$ cat config.mk
export PLATFORM = sky130hd
export DESIGN_NAME = i2c_cmd_arbiter
export DESIGN_NICKNAME = d
export VERILOG_FILES = /design/src/rtl/i2c_arb_pkg.sv /design/src/rtl/i2c_rr_pick.sv /design/src/rtl/i2c_cmd_arbiter.sv
export SDC_FILE = /design/constraint.sdc
export NUM_CORES = 1
export LEC_CHECK = 0
export ABC_AREA = 0
export CORE_MARGIN = 2
export CORE_UTILIZATION = 41
export DETAILED_ROUTE_END_ITERATION = 8
export PLACE_DENSITY = 0.82
export SLEW_MARGIN = 5
export SYNTH_ARGS = -nofsm -noshare
export SYNTH_HDL_FRONTEND = slang
export SYNTH_SLANG_ARGS = --single-unit
$ cat constraint.sdc
create_clock -name clk -period 2.72 [get_ports clk]
set_input_delay 0.408 -clock clk [delete_from_list [all_inputs] [get_ports clk]]
set_output_delay 0.408 -clock clk [all_outputs]
set_load 0.01 [all_outputs]
$ cat src/rtl/i2c_arb_pkg.sv
// Shared encodings and field widths for the i2c_master command arbiter.
`default_nettype none

package i2c_arb_pkg;

  localparam int I2C_SADDR_W   = 7;
  localparam int I2C_REGADDR_W = 16;
  localparam int I2C_LEN_W     = 16;
  localparam int I2C_DATA_W    = 8;
  localparam int GRANT_W       = 3;

  typedef enum logic [1:0] {
    ST_IDLE    = 2'b00,
    ST_ISSUE   = 2'b01,
    ST_BUSY    = 2'b10,
    ST_RELEASE = 2'b11
  } arb_state_e;

  typedef struct packed {
    logic [I2C_SADDR_W-1:0]   saddr;
    logic                     read_write;
    logic                     addr_length;
    logic [I2C_REGADDR_W-1:0] start_addr;
    logic [I2C_LEN_W-1:0]     data_length;
  } i2c_cmd_t;

endpackage

`default_nettype wire

$ cat src/rtl/i2c_rr_pick.sv
// Combinational round-robin picker: first requesting index after last_grant, wrapping.
`default_nettype none

module i2c_rr_pick
  import i2c_arb_pkg::*;
#(
  parameter int NUM_REQ = 4
) (
  input  logic [NUM_REQ-1:0] req,
  input  logic [GRANT_W-1:0] last_grant,
  output logic [GRANT_W-1:0] grant,
  output logic               any
);

  logic [GRANT_W-1:0] lo_idx;
  logic [GRANT_W-1:0] hi_idx;
  logic               hi_any;

  // Lowest requester above last_grant wins; otherwise wrap to the lowest requester overall.
  always_comb begin
    lo_idx = '0;
    hi_idx = '0;
    hi_any = 1'b0;
    for (int i = NUM_REQ - 1; i >= 0; i--) begin
      if (req[i]) begin
        lo_idx = GRANT_W'(i);
        if (GRANT_W'(i) > last_grant) begin
          hi_idx = GRANT_W'(i);
          hi_any = 1'b1;
        end
      end
    end
    any   = |req;
    grant = hi_any ? hi_idx : lo_idx;
  end

endmodule

`default_nettype wire

$ cat src/rtl/i2c_cmd_arbiter.sv
// Round-robin arbiter sharing one i2c_master command/data port among NUM_REQ requesters.
`default_nettype none

module i2c_cmd_arbiter
  import i2c_arb_pkg::*;
#(
  parameter int          NUM_REQ        = 4,
  parameter int unsigned TIMEOUT_CYCLES = 2000000
) (
  input  logic                               clk,
  input  logic                               rstn,
  input  logic [NUM_REQ-1:0]                 req_cmd_valid,
  output logic [NUM_REQ-1:0]                 req_cmd_ready,
  output logic [NUM_REQ-1:0]                 req_cmd_done,
  output logic [NUM_REQ-1:0]                 req_cmd_error,
  output logic [NUM_REQ-1:0]                 req_cmd_rollback,
  input  logic [I2C_SADDR_W*NUM_REQ-1:0]     req_i2c_slave_addr,
  input  logic [NUM_REQ-1:0]                 req_i2c_read_write,
  input  logic [NUM_REQ-1:0]                 req_i2c_addr_length,
  input  logic [I2C_REGADDR_W*NUM_REQ-1:0]   req_i2c_start_addr,
  input  logic [I2C_LEN_W*NUM_REQ-1:0]       req_i2c_data_length,
  output logic [NUM_REQ-1:0]                 req_wr_data_ready,
  input  logic [I2C_DATA_W*NUM_REQ-1:0]      req_wr_data,
  output logic [NUM_REQ-1:0]                 req_rd_data_valid,
  output logic [I2C_DATA_W-1:0]              req_rd_data,
  output logic                               m_cmd_valid,
  input  logic                               m_cmd_ready,
  input  logic                               m_cmd_done,
  input  logic                               m_cmd_error,
  input  logic                               m_cmd_rollback,
  output logic [I2C_SADDR_W-1:0]             m_i2c_slave_addr,
  output logic                               m_i2c_read_write,
  output logic                               m_i2c_addr_length,
  output logic [I2C_REGADDR_W-1:0]           m_i2c_start_addr,
  output logic [I2C_LEN_W-1:0]               m_i2c_data_length,
  input  logic                               m_wr_data_ready,
  output logic [I2C_DATA_W-1:0]              m_wr_data,
  input  logic                               m_rd_data_valid,
  input  logic [I2C_DATA_W-1:0]              m_rd_data,
  output logic [GRANT_W-1:0]                 grant_id,
  output logic                               busy,
  output logic                               timeout_flag
);

  arb_state_e         state_q, state_d;
  logic [GRANT_W-1:0] grant_q, grant_d;
  logic [GRANT_W-1:0] last_grant_q, last_grant_d;
  i2c_cmd_t           cmd_q, cmd_d;
  logic [31:0]        wdog_q, wdog_d;
  logic               timeout_q, timeout_d;

  logic [GRANT_W-1:0]    pick_idx;
  logic                  pick_any;
  logic [NUM_REQ-1:0]    grant_oh;
  i2c_cmd_t              live_cmd;
  i2c_cmd_t              out_cmd;
  logic                  live_valid;
  logic [I2C_DATA_W-1:0] live_wr_data;
  logic                  in_issue;
  logic                  in_busy;

  i2c_rr_pick #(
    .NUM_REQ (NUM_REQ)
  ) u_pick (
    .req        (req_cmd_valid),
    .last_grant (last_grant_q),
    .grant      (pick_idx),
    .any        (pick_any)
  );

  // Select the granted requester's command fields, valid and write byte.
  always_comb begin
    grant_oh     = '0;
    live_cmd     = '0;
    live_valid   = 1'b0;
    live_wr_data = '0;
    for (int i = 0; i < NUM_REQ; i++) begin
      if (grant_q == GRANT_W'(i)) begin
        grant_oh[i]          = 1'b1;
        live_valid           = req_cmd_valid[i];
        live_cmd.saddr       = req_i2c_slave_addr[I2C_SADDR_W*i +: I2C_SADDR_W];
        live_cmd.read_write  = req_i2c_read_write[i];
        live_cmd.addr_length = req_i2c_addr_length[i];
        live_cmd.start_addr  = req_i2c_start_addr[I2C_REGADDR_W*i +: I2C_REGADDR_W];
        live_cmd.data_length = req_i2c_data_length[I2C_LEN_W*i +: I2C_LEN_W];
        live_wr_data         = req_wr_data[I2C_DATA_W*i +: I2C_DATA_W];
      end
    end
  end

  always_comb begin
    state_d      = state_q;
    grant_d      = grant_q;
    last_grant_d = last_grant_q;
    cmd_d        = cmd_q;
    wdog_d       = wdog_q;
    timeout_d    = timeout_q;
    case (state_q)
      ST_IDLE: begin
        if (pick_any) begin
          grant_d = pick_idx;
          state_d = ST_ISSUE;
        end
      end
      ST_ISSUE: begin
        // A withdrawn request forfeits the slot without advancing the rotation.
        if (!live_valid) begin
          state_d = ST_IDLE;
        end else if (m_cmd_ready) begin
          cmd_d   = live_cmd;
          wdog_d  = '0;
          state_d = ST_BUSY;
        end
      end
      ST_BUSY: begin
        if (m_cmd_done) begin
          timeout_d = 1'b0;
          state_d   = ST_RELEASE;
        end else if ((TIMEOUT_CYCLES != 0) && !timeout_q) begin
          wdog_d = wdog_q + 32'd1;
          if (wdog_d == TIMEOUT_CYCLES) begin
            timeout_d = 1'b1;
          end
        end
      end
      ST_RELEASE: begin
        last_grant_d = grant_q;
        state_d      = ST_IDLE;
      end
      default: state_d = ST_IDLE;
    endcase
  end

  always_ff @(posedge clk or negedge rstn) begin
    if (!rstn) begin
      state_q      <= ST_IDLE;
      grant_q      <= '0;
      last_grant_q <= GRANT_W'(NUM_REQ - 1);
      cmd_q        <= '0;
      wdog_q       <= '0;
      timeout_q    <= 1'b0;
    end else begin
      state_q      <= state_d;
      grant_q      <= grant_d;
      last_grant_q <= last_grant_d;
      cmd_q        <= cmd_d;
      wdog_q       <= wdog_d;
      timeout_q    <= timeout_d;
    end
  end

  assign in_issue = (state_q == ST_ISSUE);
  assign in_busy  = (state_q == ST_BUSY);

  // Fields track the requester live while issuing, then freeze for the whole transfer.
  always_comb begin
    out_cmd = '0;
    if (in_issue) begin
      out_cmd = live_cmd;
    end else if (in_busy) begin
      out_cmd = cmd_q;
    end
  end

  assign m_cmd_valid       = in_issue && live_valid;
  assign m_i2c_slave_addr  = out_cmd.saddr;
  assign m_i2c_read_write  = out_cmd.read_write;
  assign m_i2c_addr_length = out_cmd.addr_length;
  assign m_i2c_start_addr  = out_cmd.start_addr;
  assign m_i2c_data_length = out_cmd.data_length;

  assign req_cmd_ready     = {NUM_REQ{in_issue && m_cmd_ready}} & grant_oh;
  assign req_cmd_done      = {NUM_REQ{in_busy && m_cmd_done}} & grant_oh;
  assign req_cmd_error     = {NUM_REQ{in_busy && m_cmd_error}} & grant_oh;
  assign req_cmd_rollback  = {NUM_REQ{in_busy && m_cmd_rollback}} & grant_oh;
  assign req_wr_data_ready = {NUM_REQ{in_busy && m_wr_data_ready}} & grant_oh;
  assign req_rd_data_valid = {NUM_REQ{in_busy && m_rd_data_valid}} & grant_oh;
  assign req_rd_data       = in_busy ? m_rd_data : '0;
  assign m_wr_data         = in_busy ? live_wr_data : '0;

  assign grant_id     = grant_q;
  assign busy         = in_issue || in_busy;
  assign timeout_flag = timeout_q;

endmodule

`default_nettype wire

After elaboration in Yosys (flattened, before gate mapping)
Index checks and enable logic that the tools add are counted.
{"block": "op_classes", "n_addsub": 1, "order_cmp": 4, "n_eq_ne": 14, "mux": 54, "bitwise_logic": 6, "n_reduce_logical": 16}
{"operator": "two-way mux 41 bit", "n": 6}
{"operator": "two-way mux 32 bit", "n": 4}
{"operator": "case mux 32 bit (2 select lines)", "n": 1}
{"operator": "two-way mux 8 bit", "n": 6}
{"operator": "adder 32 x 1 -> 32 bit (second input constant)", "n": 1}
{"operator": "== test 32 x 21 -> 1 bit (second input constant)", "n": 1}
{"operator": "AND 4 bit", "n": 6}
{"operator": "two-way mux 3 bit", "n": 8}
{"operator": "two-way mux 1 bit", "n": 19}
{"operator": "two-way mux 2 bit", "n": 9}
{"operator": "inequality test 2 bit (second input constant)", "n": 6}
{"operator": "case mux 2 bit (4 select lines)", "n": 1}
{"operator": "logical AND 1 bit", "n": 7}
{"operator": "== test 3 x 2 -> 1 bit (second input constant)", "n": 2}
{"operator": "greater-than comparator 1 x 3 -> 1 bit (first input constant)", "n": 2}
{"operator": "greater-than comparator 2 x 3 -> 1 bit (first input constant)", "n": 2}
{"operator": "AND reduction 3 bit", "n": 2}
{"operator": "AND reduction 5 bit", "n": 1}
{"operator": "== test 2 bit (second input constant)", "n": 2}
{"operator": "OR reduction 4 bit", "n": 1}
{"operator": "== test 3 x 1 -> 1 bit (second input constant)", "n": 1}
{"operator": "logical NOT 3 bit", "n": 1}
{"operator": "inequality test 3 bit (second input constant)", "n": 1}
{"operator": "== test 2 x 1 -> 1 bit (second input constant)", "n": 1}
{"operator": "other kinds (4)", "n": 4}
{"block": "totals", "register_bits": 82, "input_bits": 216, "output_inout_bits": 87, "elab_cells": 105}

Depth between registers and ports, before layout
{"block": "depth", "ltp_word": 10, "mapped_depth": 9, "mapped_depth_nobuf": 9}

Cells and area by module
From an unflattened synthesis, not the netlist that was laid out.
{"block": "unflattened", "cells_unflattened": 675, "hier_area_um2": 6555.0}
{"module": "i2c_cmd_arbiter", "instances": 1, "cells_per_inst": 657, "area_per_inst_um2": 6446.2, "seq_area_each_um2": 2054.5}
{"module": "i2c_rr_pick", "instances": 1, "cells_per_inst": 18, "area_per_inst_um2": 108.9, "seq_area_each_um2": 0.0}

Least setup slack after synthesis
No wires, ideal clock.
{"block": "synth_timing", "path_type": "register -> output", "start": "reg grant_q[0] (netlist: grant_id[0])", "end": "out m_i2c_addr_length", "arrival_time_ns": 2.167, "t_required_ns": 2.312, "setup_slack_ns": 0.145, "path_stages_with_launch": 5, "n_path_buf": 2, "path_cell_list": "dfrtp_1 > clkbuf_1 > buf_1 > mux4_2 > a22o_1"}
{"block": "synth_between", "elab_chain_len": 6, "elab_cells_between_ends": 9, "classes_between": "eq/ne (3); mux (5); reduce/logical (1)"}
{"item": "start: declaration", "line": "i2c_cmd_arbiter.sv:46", "rtl": "logic [GRANT_W-1:0] grant_q, grant_d;"}
{"item": "start signal: assignment", "line": "i2c_cmd_arbiter.sv:144", "rtl": "grant_q <= grant_d;"}
{"item": "logical NOT 3 bit", "line": "i2c_cmd_arbiter.sv:78", "rtl": "if (grant_q == GRANT_W'(i)) begin"}
{"item": "two-way mux 41 bit (3 in series)", "line": "i2c_cmd_arbiter.sv:78"}
{"item": "two-way mux 41 bit (*)", "line": "i2c_cmd_arbiter.sv:78"}
{"item": "two-way mux 41 bit (*)", "line": "i2c_cmd_arbiter.sv:158", "rtl": "if (in_issue) begin"}
{"item": "end: declaration", "line": "i2c_cmd_arbiter.sv:33", "rtl": "output logic m_i2c_addr_length,"}
Every way passes the cells marked *; elsewhere a longest branch is shown, timed or not.

Final worst setup path
{"block": "layout_timing", "start": "reg grant_q[0] (netlist: grant_id[0])", "end": "out m_i2c_slave_addr[4]"}
{"block": "layout_between", "elab_chain_len": 6, "elab_cells_between_ends": 9, "classes_between": "eq/ne (3); mux (5); reduce/logical (1)"}
{"item": "logical NOT 3 bit", "line": "i2c_cmd_arbiter.sv:78"}
{"item": "two-way mux 41 bit (3 in series)", "line": "i2c_cmd_arbiter.sv:78"}
{"item": "two-way mux 41 bit (*)", "line": "i2c_cmd_arbiter.sv:78"}
{"item": "two-way mux 41 bit (*)", "line": "i2c_cmd_arbiter.sv:158"}
{"item": "end: declaration", "line": "i2c_cmd_arbiter.sv:31", "rtl": "output logic [I2C_SADDR_W-1:0] m_i2c_slave_addr,"}
Marks and branches as above.

==> metrics <==
run status=complete, but fails checks; failing checks=setup timing; # Max-Cap Violations=0; number of buffers created by CTS=9; top area cells in the synthesized netlist=sky130_fd_sc_hd__dfrtp_1 (32%), sky130_fd_sc_hd__mux4_2 (18%), sky130_fd_sc_hd__a22o_1 (9.6%); TritonCTS clock tree=yes; clock tree root driver cell=sky130_fd_sc_hd__clkbuf_16; wire length on met1=8.23 mm; highest metal layer with signal wires=met4; max frequency=367 MHz; Layout Nets=1104; Synth-to-Final Area Change=63.4%; placed instance count=roughly 1000; total setup violations reported at the end of the flow=1; pin count of the biggest net entering global routing=43; number of synthesized register bits=80; Peak VDD IR=0.475 mV; Setup Slack @ Placement=0.176 ns; initial standard-cell utilization of the core=0.420; Detailed Routing Iterations Pass 1=5; Tot GR Track Use=0.268; CTS Hold Bufs=0; fin. max-slew vios=0; maximum level of the CTS H-tree=3; HPWL after DPL=between 15 and 20 mm; final hold violation count=0; clk buf depth=2; most instantiated flip-flop cell in the synthesis netlist=sky130_fd_sc_hd__dfrtp_1; number of flops mapped to enable cells by yosys=0; Cell Pwr Density=808 mW/mm^2; die width=126 microns; proportion of netlist area held by the largest area contributor=0.320; startpoint kind of the worst setup timing path=flop; total area of multi-input combinational cells=between 0.003 and 0.004 sq mm; slew at the pin closest to its max-slew limit=0.593 ns; DRC viols=0; number of warnings reported in the yosys synthesis log=0; leakage=4.19 nW; Post-Synthesis Cells=577; largest fanout of any net on the critical path=8; fillers=1060; internal cell power=between 0.005 and 0.006 W; DIE HEIGHT=126 microns; Worst Path Required=roughly 2.3 ns; clock edge transition at the registers on the reported setup and hold paths=0.06 ns; area of the die=0.0159 sq mm; worst setup path start=grant_id[0]$_DFFE_PN0P_; worst endpoint data arrival time=2.31 ns; RSZ-0062 raised after global routing=true; dominant cell by count in the synthesized netlist=sky130_fd_sc_hd__dfrtp_1; clock sinks=80; number of DRC markers in iteration 0=~370; share of synthesized flip-flops with an asynchronous set or reset=1.00; crit end category=primary output; clock power share=0.180; final weighted congestion in routability-driven placement=between 0.9 and 1; Post-Layout Cell Count=1071; total overflow reported by the global router=0; cell taking the most area after synthesis=sky130_fd_sc_hd__dfrtp_1; initial antenna violation count=1; post-detailed-route wirelength per cell=roughly 20 microns; via count of the first global-routing pass=6127; post-route clock skew=about 0.0063 ns; via count of the routed design=~6000; Comb power frac=0.593; ratio of cells with drive above 1 in the final layout=0.205; period utilization=1.00; number of vias per cell=roughly 5.7; Floorplan Core Area=0.0145 sq mm; headroom to the max-slew limit=0.605; later-pin clock latency in the skew report=about 0.35 ns; sw power=0.00287 W; register share of total power=0.227; PortBufs=301; Worst Slack Setup Final=-0.00137 ns; total standard cell area after synthesis=0.00610 sq mm; number of placed I/O pins=303; distinct cell type count after synthesis=55; sum of negative setup slack=-0.00137 ns; floorplan row count=44; final wirelength=21.7 mm; type of the tightest min-delay check=in -> async; met3 wirelength from detailed routing=~1.4 mm; post-layout min period=about 2.7 ns; total met2 wirelength after detailed routing=11.2 mm; Post-Syn Nets=800; number of antenna-violating nets in the routed design=0; register cell area after layout=0.00201 sq mm; ranking of synthesized cells by instance count=sky130_fd_sc_hd__dfrtp_1 (78), sky130_fd_sc_hd__a22o_1 (67), sky130_fd_sc_hd__mux4_2 (50), sky130_fd_sc_hd__nand2_1 (50), sky130_fd_sc_hd__mux2_2 (46); type of the setup path with the least slack=reg -> out; startpoint of the worst-slack reg-to-reg timing path=wdog_q[0]$_DFFE_PN0P_; wire length of the first global-routing pass=33.1 mm; switching share of power=0.357; mean cell area of the mapped netlist=10.6 sq um; sequential share of the synthesized area=0.328
==> layout by cell type, fill, tap and decap left out, types with 3 or more instances in the layout <==
master,instances
sky130_fd_sc_hd__a21o_1,4
sky130_fd_sc_hd__a21oi_1,12
sky130_fd_sc_hd__a22o_1,67
sky130_fd_sc_hd__a31oi_1,4
sky130_fd_sc_hd__and2_1,20
sky130_fd_sc_hd__and3_1,4
sky130_fd_sc_hd__buf_12,8
sky130_fd_sc_hd__buf_4,30
sky130_fd_sc_hd__buf_6,4
sky130_fd_sc_hd__bufinv_16,3
sky130_fd_sc_hd__clkbuf_16,10
sky130_fd_sc_hd__clkdlybuf4s50_1,272
sky130_fd_sc_hd__dfrtp_1,76
sky130_fd_sc_hd__dlygate4sd2_1,14
sky130_fd_sc_hd__dlymetal6s2s_1,14
sky130_fd_sc_hd__ha_1,5
sky130_fd_sc_hd__inv_1,3
sky130_fd_sc_hd__mux2_2,46
sky130_fd_sc_hd__mux2i_1,4
sky130_fd_sc_hd__mux4_2,50
sky130_fd_sc_hd__nand2_1,48
sky130_fd_sc_hd__nand2_2,3
sky130_fd_sc_hd__nand2b_1,7
sky130_fd_sc_hd__nand3_1,16
sky130_fd_sc_hd__nand4_1,6
sky130_fd_sc_hd__nor2_1,43
sky130_fd_sc_hd__nor3_1,17
sky130_fd_sc_hd__o21ai_0,25
sky130_fd_sc_hd__o31ai_1,11
sky130_fd_sc_hd__or2_2,6
sky130_fd_sc_hd__or3_1,4
sky130_fd_sc_hd__xnor2_1,5
==> power by group through the flow <==
stage	clock network, W	logic (W)	registers [W]
finish	0.00145	0.00478	0.00183
global placement	0	0.00469	0.00183
floorplan	0	0.00274	0.00174
detailed placement	0	0.00475	0.00186
global route	0.00152	0.00511	0.00187
CTS	0.00147	0.00476	0.00182
==> worst max-delay path, cell delays in order, from the launching register on <==
cell and delay [ns]:
sky130_fd_sc_hd__dfrtp_4 0.52, sky130_fd_sc_hd__buf_4 0.23, sky130_fd_sc_hd__mux4_2 0.53, sky130_fd_sc_hd__a22o_1 0.20, sky130_fd_sc_hd__clkdlybuf4s50_1 0.49
==> routing by layer <==
metal | GRT usage | up-vias
li1 | - | 2813
met3 | 0.0671 | 49
met4 | 0.113 | 0
met5 | 0 | -
met1 | 0.321 | 2956
met2 | 0.460 | 249
==> layout make-up <==
| cell class | instances | share of cell area |
|---|---|---|
| inverter | 5 | 0.00188 |
| timing repair buffer | 343 | 0.349 |
| multi-input combinational | 442 | 0.389 |
| antenna | 1 | 0.000251 |
| tap | 184 | 0.0231 |
| sequential | 80 | 0.201 |
| clock inverter | 5 | 0.0103 |
| clock buffer | 11 | 0.0253 |
==> cells by family after synthesis <==
kind of cell	after synthesis	share of synthesized area
adder cells (fa/ha/maj)	7	0.0144
AND/OR/NAND/NOR	195	0.169
buffers and inverters	55	0.0383
AO/OA/AOI/OAI	132	0.163
other	1	0.000615
multiplexers	100	0.276
XOR/XNOR	7	0.0100
flip-flops	80	0.328
==> per-stage QoR <==
step	area [sq um]	power (W)	hold slack, ns	utilization
finish	9970	0.00806	0.0577	0.686
global route	9970	0.00850	0.101	0.686
CTS	9870	0.00805	0.0839	0.679
detailed placement	9480	0.00661	0.454	0.652
global placement	9480	0.00651	0.456	0.652
floorplan	6100	0.00448	0.112	-
==> state kept, by name, summed over array words and instances (netlist names), named ones only <==
name	flops
wdog_q	32
last_grant_q	2
grant_id	2
state_q	1
cmd_q	41
timeout_flag	1
==> repair_timing <==
| item | CTS | global route |
|---|---|---|
| endpoints found under the setup margin | 51 | 40 |
| pin swaps | 1 | 1 |
| hold endpoints to repair | 0 | 0 |
| buffers inserted | 1 | 9 |
| gates cloned | 1 | 0 |
| gates resized for setup | 21 | 17 |
==> final timing paths <==
path / to / slack, ns / cells past startpoint
min: cmd_q[8]$_DFFE_PN0P_ / 0.06 / 1
min in group clk: cmd_q[14]$_DFFE_PN0P_ / 0.51 / 1
max: m_i2c_slave_addr[4] / -0.001 / 4
max in group asynchronous: cmd_q[21]$_DFFE_PN0P_ / 2.04 / 2
max reg2reg: timeout_flag$_DFFE_PN0P_ / 0.29 / 9
min reg2reg: cmd_q[14]$_DFFE_PN0P_ / 0.51 / 1
No activity file was read; power rests on OpenSTA's default activity.
